--- src/rtl/fp_pkg.sv ---
// Shared definitions for the floating-point add unit: FSM state encoding,
// exception flag bit positions and constant builders for special encodings.
package fp_pkg;

    typedef enum logic [2:0] {
        StIdle,
        StUnpack,
        StAlign,
        StAdd,
        StNorm,
        StRound,
        StDone
    } fp_state_e;

    // Bit positions inside the 4-bit flags word {invalid, overflow, underflow, inexact}.
    localparam int unsigned FLG_NV = 3;
    localparam int unsigned FLG_OF = 2;
    localparam int unsigned FLG_UF = 1;
    localparam int unsigned FLG_NX = 0;

    // Canonical quiet NaN: sign 0, exponent all ones, fraction MSB set.
    // Result is 128 bits wide; callers cast down to their word width.
    function automatic logic [127:0] qnan(input int unsigned exp_w, input int unsigned man_w);
        logic [127:0] v;
        v = ((128'd1 << exp_w) - 128'd1) << man_w;
        v = v | (128'd1 << (man_w - 1));
        return v;
    endfunction

    // Positive infinity: exponent all ones, fraction zero.
    function automatic logic [127:0] inf(input int unsigned exp_w, input int unsigned man_w);
        return ((128'd1 << exp_w) - 128'd1) << man_w;
    endfunction

endpackage

--- src/rtl/fp_round_rne.sv ---
// Round-to-nearest-even and final packing.
//   sign_i, exp_i        : result sign and biased working exponent (1 for subnormals)
//   mant_i               : {hidden, fraction}
//   g_i, r_i, s_i        : guard, round and sticky bits below the fraction
//   z_o                  : packed result (infinity on overflow)
//   overflow_o           : rounded exponent reached all ones
//   inexact_o            : any discarded bit was set, or overflow
//   tiny_o               : rounded result is subnormal or zero
module fp_round_rne
    import fp_pkg::*;
#(
    parameter int unsigned EXP_W = 8,
    parameter int unsigned MAN_W = 23,
    localparam int unsigned W  = 1 + EXP_W + MAN_W,
    localparam int unsigned EW = EXP_W + 2
) (
    input  logic          sign_i,
    input  logic [EW-1:0] exp_i,
    input  logic [MAN_W:0] mant_i,
    input  logic          g_i,
    input  logic          r_i,
    input  logic          s_i,
    output logic [W-1:0]  z_o,
    output logic          overflow_o,
    output logic          inexact_o,
    output logic          tiny_o
);

    localparam logic [EW-1:0] EXP_MAX = {2'b00, {EXP_W{1'b1}}};
    localparam logic [W-1:0]  INF     = W'(inf(EXP_W, MAN_W));

    logic            inc;
    logic [MAN_W+1:0] sum;
    logic [MAN_W:0]  mant_r;
    logic [EW-1:0]   exp_r;
    logic [EXP_W-1:0] exp_field;

    always_comb begin
        inc = g_i & (r_i | s_i | mant_i[0]);
        sum = {1'b0, mant_i} + {{(MAN_W + 1){1'b0}}, inc};
        // Carry out of the mantissa: value is exactly 1.0 * 2^(exp+1).
        if (sum[MAN_W+1]) begin
            mant_r = sum[MAN_W+1:1];
            exp_r  = exp_i + EW'(1);
        end else begin
            mant_r = sum[MAN_W:0];
            exp_r  = exp_i;
        end
        // Hidden bit clear means subnormal or zero: encoded exponent 0.
        exp_field  = mant_r[MAN_W] ? exp_r[EXP_W-1:0] : '0;
        z_o        = {sign_i, exp_field, mant_r[MAN_W-1:0]};
        overflow_o = 1'b0;
        inexact_o  = g_i | r_i | s_i;
        tiny_o     = ~mant_r[MAN_W];
        if (exp_r >= EXP_MAX) begin
            z_o        = INF | {sign_i, {(W - 1){1'b0}}};
            overflow_o = 1'b1;
            inexact_o  = 1'b1;
            tiny_o     = 1'b0;
        end
    end

endmodule

--- src/rtl/fp_addsub_seq.sv ---
// Multi-cycle IEEE-754 adder/subtractor with valid/ready on both sides.
//   clk, rst (sync, active-low)
//   in_valid/in_ready, a, b, sub : operation request (sub flips B's sign at capture)
//   out_valid/out_ready, z, flags: result, flags = {invalid, overflow, underflow, inexact}
// One operation in flight; alignment and normalisation shift one bit per cycle.
module fp_addsub_seq
    import fp_pkg::*;
#(
    parameter int unsigned EXP_W = 8,
    parameter int unsigned MAN_W = 23,
    localparam int unsigned W  = 1 + EXP_W + MAN_W,
    localparam int unsigned MW = MAN_W + 5,
    localparam int unsigned EW = EXP_W + 2
) (
    input  logic         clk,
    input  logic         rst,
    input  logic         in_valid,
    output logic         in_ready,
    input  logic [W-1:0] a,
    input  logic [W-1:0] b,
    input  logic         sub,
    output logic         out_valid,
    input  logic         out_ready,
    output logic [W-1:0] z,
    output logic [3:0]   flags
);

    localparam logic [W-1:0]  QNAN      = W'(qnan(EXP_W, MAN_W));
    localparam logic [EW-1:0] ALIGN_MAX = EW'(MAN_W + 3);

    fp_state_e       state_q, state_d;
    logic            live_q;
    logic [W-1:0]    a_q, a_d, b_q, b_d, z_q, z_d;
    logic [3:0]      flags_q, flags_d;
    // x holds the larger-exponent operand; after ADD it holds the result.
    logic            sx_q, sx_d, sy_q, sy_d;
    logic [MW-1:0]   mx_q, mx_d, my_q, my_d;
    logic [EW-1:0]   exp_q, exp_d, diff_q, diff_d;

    // Operand decode used in UNPACK.
    logic [EXP_W-1:0] ea_f, eb_f;
    logic [MAN_W-1:0] fa, fb;
    logic             a_nan, b_nan, a_snan, b_snan, a_inf, b_inf;
    logic [EW-1:0]    ea, eb;
    logic [MW-1:0]    ma, mb;

    logic [W-1:0]     rnd_z;
    logic             rnd_of, rnd_nx, rnd_tiny;

    assign in_ready  = live_q && (state_q == StIdle);
    assign out_valid = (state_q == StDone);
    assign z         = z_q;
    assign flags     = flags_q;

    always_comb begin
        ea_f   = a_q[W-2:MAN_W];
        eb_f   = b_q[W-2:MAN_W];
        fa     = a_q[MAN_W-1:0];
        fb     = b_q[MAN_W-1:0];
        a_nan  = (&ea_f) & (|fa);
        b_nan  = (&eb_f) & (|fb);
        a_snan = a_nan & ~fa[MAN_W-1];
        b_snan = b_nan & ~fb[MAN_W-1];
        a_inf  = (&ea_f) & ~(|fa);
        b_inf  = (&eb_f) & ~(|fb);
        // Subnormals share the exponent of the smallest normal.
        ea     = (ea_f == '0) ? EW'(1) : {2'b00, ea_f};
        eb     = (eb_f == '0) ? EW'(1) : {2'b00, eb_f};
        ma     = {1'b0, |ea_f, fa, 3'b000};
        mb     = {1'b0, |eb_f, fb, 3'b000};
    end

    fp_round_rne #(
        .EXP_W(EXP_W),
        .MAN_W(MAN_W)
    ) u_round (
        .sign_i    (sx_q),
        .exp_i     (exp_q),
        .mant_i    (mx_q[MW-2:3]),
        .g_i       (mx_q[2]),
        .r_i       (mx_q[1]),
        .s_i       (mx_q[0]),
        .z_o       (rnd_z),
        .overflow_o(rnd_of),
        .inexact_o (rnd_nx),
        .tiny_o    (rnd_tiny)
    );

    always_comb begin
        state_d = state_q;
        a_d     = a_q;
        b_d     = b_q;
        z_d     = z_q;
        flags_d = flags_q;
        sx_d    = sx_q;
        sy_d    = sy_q;
        mx_d    = mx_q;
        my_d    = my_q;
        exp_d   = exp_q;
        diff_d  = diff_q;
        unique case (state_q)
            StIdle: begin
                if (in_valid && in_ready) begin
                    a_d     = a;
                    b_d     = {b[W-1] ^ sub, b[W-2:0]};
                    state_d = StUnpack;
                end
            end
            StUnpack: begin
                state_d = StDone;
                flags_d = '0;
                if (a_nan || b_nan) begin
                    z_d             = QNAN;
                    flags_d[FLG_NV] = a_snan | b_snan;
                end else if (a_inf && b_inf && (a_q[W-1] != b_q[W-1])) begin
                    z_d             = QNAN;
                    flags_d[FLG_NV] = 1'b1;
                end else if (a_inf) begin
                    z_d = a_q;
                end else if (b_inf) begin
                    z_d = b_q;
                end else begin
                    state_d = StAlign;
                    if (ea >= eb) begin
                        sx_d = a_q[W-1]; mx_d = ma; sy_d = b_q[W-1]; my_d = mb;
                        exp_d = ea; diff_d = ea - eb;
                    end else begin
                        sx_d = b_q[W-1]; mx_d = mb; sy_d = a_q[W-1]; my_d = ma;
                        exp_d = eb; diff_d = eb - ea;
                    end
                end
            end
            StAlign: begin
                if (diff_q == '0) begin
                    state_d = StAdd;
                end else if (diff_q > ALIGN_MAX) begin
                    // Everything lands below the sticky position.
                    my_d    = {{(MW - 1){1'b0}}, |my_q};
                    diff_d  = '0;
                    state_d = StAdd;
                end else begin
                    my_d   = {1'b0, my_q[MW-1:2], my_q[1] | my_q[0]};
                    diff_d = diff_q - EW'(1);
                    if (diff_q == EW'(1)) begin
                        state_d = StAdd;
                    end
                end
            end
            StAdd: begin
                if (sx_q == sy_q) begin
                    mx_d = mx_q + my_q;
                end else if (mx_q >= my_q) begin
                    mx_d = mx_q - my_q;
                    // Exact cancellation yields +0.
                    if (mx_q == my_q) begin
                        sx_d = 1'b0;
                    end
                end else begin
                    mx_d = my_q - mx_q;
                    sx_d = sy_q;
                end
                state_d = StNorm;
            end
            StNorm: begin
                if (mx_q[MW-1]) begin
                    mx_d    = {1'b0, mx_q[MW-1:2], mx_q[1] | mx_q[0]};
                    exp_d   = exp_q + EW'(1);
                    state_d = StRound;
                end else if (mx_q == '0) begin
                    // Zero result: skip the left-shift walk down to exponent 1.
                    exp_d   = EW'(1);
                    state_d = StRound;
                end else if (!mx_q[MW-2] && (exp_q > EW'(1))) begin
                    mx_d  = {mx_q[MW-2:0], 1'b0};
                    exp_d = exp_q - EW'(1);
                end else begin
                    state_d = StRound;
                end
            end
            StRound: begin
                z_d             = rnd_z;
                flags_d         = '0;
                flags_d[FLG_OF] = rnd_of;
                flags_d[FLG_UF] = rnd_tiny & rnd_nx;
                flags_d[FLG_NX] = rnd_nx;
                state_d         = StDone;
            end
            StDone: begin
                if (out_ready) begin
                    state_d = StIdle;
                end
            end
            default: state_d = StIdle;
        endcase
    end

    always_ff @(posedge clk) begin
        if (!rst) begin
            state_q <= StIdle;
            live_q  <= 1'b0;
            a_q     <= '0;
            b_q     <= '0;
            z_q     <= '0;
            flags_q <= '0;
            sx_q    <= 1'b0;
            sy_q    <= 1'b0;
            mx_q    <= '0;
            my_q    <= '0;
            exp_q   <= '0;
            diff_q  <= '0;
        end else begin
            state_q <= state_d;
            live_q  <= 1'b1;
            a_q     <= a_d;
            b_q     <= b_d;
            z_q     <= z_d;
            flags_q <= flags_d;
            sx_q    <= sx_d;
            sy_q    <= sy_d;
            mx_q    <= mx_d;
            my_q    <= my_d;
            exp_q   <= exp_d;
            diff_q  <= diff_d;
        end
    end

endmodule
--- config.mk ---
export PLATFORM = sky130hd
export DESIGN_NAME = fp_addsub_seq
export DESIGN_NICKNAME = d
export VERILOG_FILES = /design/src/rtl/fp_pkg.sv /design/src/rtl/fp_round_rne.sv /design/src/rtl/fp_addsub_seq.sv
export SDC_FILE = /design/constraint.sdc
export NUM_CORES = 1
export LEC_CHECK = 0
export ABC_CLOCK_PERIOD_IN_PS = 4500
export CAP_MARGIN = 30
export CORE_ASPECT_RATIO = 1.75
export CORE_MARGIN = 2
export CORE_UTILIZATION = 65
export DETAILED_ROUTE_END_ITERATION = 6
export DONT_BUFFER_PORTS = 1
export GPL_TIMING_DRIVEN = 0
export PLACE_DENSITY = 0.81
export SETUP_SLACK_MARGIN = 0.02
export SLEW_MARGIN = 10
export SYNTH_ARGS = -nofsm -noshare
export SYNTH_HDL_FRONTEND = slang
export SYNTH_HIERARCHICAL = 1
export SYNTH_SLANG_ARGS = --single-unit
--- constraint.sdc ---
create_clock -name clk -period 4.5 [get_ports clk]
set_input_delay 0.45 -clock clk [delete_from_list [all_inputs] [get_ports clk]]
set_output_delay 0.45 -clock clk [all_outputs]
set_load 0.05 [all_outputs]
==> results of run 1 <==
cells by family after synthesis:
family | count (synthesis) | share of synthesized area
DFF | 181 | 0.236
buffers and inverters | 277 | 0.0743
AOI/OAI and AO/OA | 687 | 0.277
adders and majority gates | 114 | 0.0954
muxes | 67 | 0.0445
xor gates and xnor gates | 48 | 0.0279
and+or+nand+nor | 803 | 0.245
metrics by stage:
| stage | instance area (um2) | hold WS, ps |
|---|---|---|
| 5_1_grt | 16400 | 9.15 |
| 6_report | 16400 | 10.5 |
| 3_3_place_gp | 15700 | 471 |
| 2_1_floorplan | 15300 | 458 |
| 3_5_place_dp | 15700 | 474 |
| 4_1_cts | 16300 | 14.4 |
layer usage:
metal	routed length [um]	GRT usage	part of all wire
met1	19900	0.508	0.30
met2	29400	0.831	0.45
met5	0	0.0101	0
met4	8580	0.510	0.13
met3	7710	0.189	0.12
cell usage in the layout (no fill, tap or decap), drive strengths merged, types with 16 or more instances in the layout:
cell / Yosys / layout
xor2: 20 / 20
a31oi: 18 / 18
o21ai: 142 / 142
nor4: 46 / 46
nor3: 62 / 62
nand3: 75 / 75
dfxtp: 181 / 181
inv: 121 / 122
xnor2: 28 / 28
clkbuf: 113 / 134
o211ai: 19 / 19
buf: 43 / 44
o21bai: 20 / 20
a211oi: 33 / 33
a21oi: 289 / 289
a21o: 20 / 20
a221oi: 22 / 22
mux2i: 58 / 58
ha: 109 / 109
nand4: 33 / 33
nor2: 152 / 152
nand2: 341 / 341
o22ai: 16 / 16
cell usage after synthesis (13+ instances only):
cell type	count
nand2_1	340
a21oi_1	289
dfxtp_1	181
nor2_1	152
o21ai_0	138
inv_1	121
clkbuf_1	113
ha_1	109
nand3_1	75
nor3_1	62
mux2i_1	58
nor4_1	44
a211oi_1	30
nand4_1	30
xnor2_1	27
a221oi_1	22
a21o_1	20
buf_2	20
o21bai_1	20
xor2_1	20
a31oi_1	18
o211ai_1	18
o22ai_1	16
and2_1	14
buf_4	14
nand2b_1	14
a211o_1	13
area by class of cell:
class | count | share of cell area
multi-input cells | 1719 | 0.648
clock inverters | 12 | 0.00780
inverters | 121 | 0.0278
clock buffers | 20 | 0.0285
diodes | 2 | 0.000306
well taps | 304 | 0.0233
repair buffers | 2 | 0.000918
plain buffers | 156 | 0.0421
flip-flops and latches | 181 | 0.222
power by group through the flow:
| stage | Sequential (W) | Clock (W) | Combinational, W |
|---|---|---|---|
| floorplan | 0.00220 | 0 | 0.00605 |
| global placement | 0.00243 | 0 | 0.00855 |
| detailed placement | 0.00244 | 0 | 0.00861 |
| CTS | 0.00240 | 0.00152 | 0.00868 |
| global route | 0.00249 | 0.00159 | 0.00972 |
| finish | 0.00249 | 0.00155 | 0.00926 |
state kept, by name, indices dropped and copies added (netlist names):
signal   count
sx_q         1
sy_q         1
live_q       1
diff_q      10
exp_q       10
state_q      3
z           32
a_q         32
flags        4
b_q         32
mx_q        28
my_q        27
worst paths after layout:
path | slack, ps | cells after the start | to
worst max register to register | 40 | 12 | mx_q[24]
worst min register to register | 490 | 2 | b_q[10]
worst min-delay path | 10 | 0 | live_q
worst max-delay path | 40 | 12 | mx_q[24]
repair_timing:
| item | CTS | global route |
|---|---|---|
| endpoints found under the setup margin | 0 | 7 |
| hold buffers | 0 | 0 |
| resized for setup | 0 | 6 |
==> flow_summary.json, run 1 <==
{
  "initial_core_util": 0.660,
  "cts_tree": "yes",
  "critical-path-max-stage-delay_ps": 770,
  "cp_slowest_cell": "a2111oi_1",
  "synth.area.top_cells": "dfxtp_1 24%, a21oi_1 9.4%, ha_1 8.9%",
  "grt_pass1_vias": 17658,
  "post_drt_wl_per_cell_um": 26.0,
  "rows": 74,
  "die_h_um": 207,
  "power.leakage_nw": 6.20,
  "rsz0062_at_grt": "false",
  "arrival_ps": 4790,
  "io_buffers": 0,
  "final_max_slew_viol_count": 0,
  "gp_congestion": 1.06,
  "hold_path.class": "primary input to flip-flop",
  "fin_cells": 2517,
  "pre_cts_slack_ps": 148,
  "clkLatencyLatePin_ps": 470,
  "slew_headroom": 0.302,
  "final_layout_size_suffix_gt1_frac": 0.0529,
  "p_comb_frac": 0.697,
  "ys_ff_latch": 181,
  "yosysTopAreaCell": "dfxtp_1",
  "pin_count": 107,
  "grt_max_degree": 17,
  "core_um2": 23200,
  "via_per_inst": 7.28,
  "ys.flop_type": "dfxtp_1",
  "postRouteAntennaNets": 0,
  "cts_sinks": 181,
  "utilization": 0.704,
  "clock_skew_ps": 13.5,
  "startpoint_type": "flip-flop",
  "drc": 48,
  "endpoint_kind": "flip-flop",
  "period_share": 0.992,
  "synth_top_area_frac": 0.236,
  "drt_first_pass_iters": 7,
  "area_growth_pct": 6.61,
  "hp-start": "rst",
  "synth_edf_count": 0,
  "grt_pass1_wl_um": 99700,
  "cts_max_level": 4,
  "startpoint": "mx_q[8]",
  "wirelength_um": 65500,
  "peakVddDrop_v": 0.000523,
  "fillers": 1960,
  "antenna_found_initial": 4,
  "clkPwrFrac": 0.116,
  "drv_cap": 0,
  "multi_input_area_um2": 10600,
  "p_int_w": 0.00570,
  "hold_viol": 0,
  "ys_types": 85,
  "sw_frac_of_total": 0.572,
  "placedCellCount": 2483,
  "synth.yosys.seq_area_share": 0.236,
  "track_usage": 0.522,
  "violations": "DRC",
  "syn-num-nets": 2360,
  "fin_tns_setup_ps": 0,
  "cts-buffers-inserted": 17,
  "path_cells": "inv_1, ha_1, clkbuf_1, inv_1, a21oi_1, o21ai_0, a32oi_1, a21oi_1, a2111oi_1, a21oi_1, xnor2_1, o22ai_1",
  "synth_cells": 2177,
  "path_buf_inv": 3,
  "syn_area_per_cell_um2": 7.05,
  "seqPwrFrac": 0.187,
  "yosysWarnings": 6,
  "finalPower_w": 0.0133,
  "crit_type": "flip-flop to flip-flop",
  "clkTransAtPathRegs_ps": 70,
  "gr-total-overflow": 0,
  "drt_iter0_markers": 2562,
  "clock_path_buffers": 2,
  "worst_pin_slew_ps": 1040,
  "setup_viol": 0,
  "critPathTopFamily": "compound AO/OA/AOI/OAI gates",
  "postCtsSetupBuffers": 0,
  "num-nets-final": 2381,
  "synthArstFlopShare": 0,
  "cellPowerDensity_nw_per_um2": 813,
  "cp_data_required_time_ps": 4830,
  "reg2reg_from": "mx_q[8]",
  "p_sw_w": 0.00761,
  "die_w_um": 120,
  "die_area_um2": 24900,
  "seq_area_um2": 3630,
  "num_vias": 18312,
  "post-dp-hpwl_um": 49500,
  "cp_max_fo": 10,
  "synth_area_um2": 15300,
  "setup_slack_ps": 37.6,
  "critPathMostFrequentCell": "a21oi_1",
  "cts_root_buffer": "clkbuf_16",
  "max_freq_ghz": 0.224,
  "min_period_ps": 4460,
  "status": "finished with violations"
}
No activity file was read; power rests on OpenSTA's default activity.
==> run 2, diff against run 1 <==
--- a/config.mk
+++ b/config.mk
@@ -10,6 +10,7 @@
 export CORE_ASPECT_RATIO = 1.75
 export CORE_MARGIN = 2
 export CORE_UTILIZATION = 65
+export CTS_CLUSTER_DIAMETER = 150
 export DETAILED_ROUTE_END_ITERATION = 6
 export DONT_BUFFER_PORTS = 1
 export GPL_TIMING_DRIVEN = 0
==> results of run 2 <==
Same layout as run 1: the final DEF is identical, and so are final timing and power.
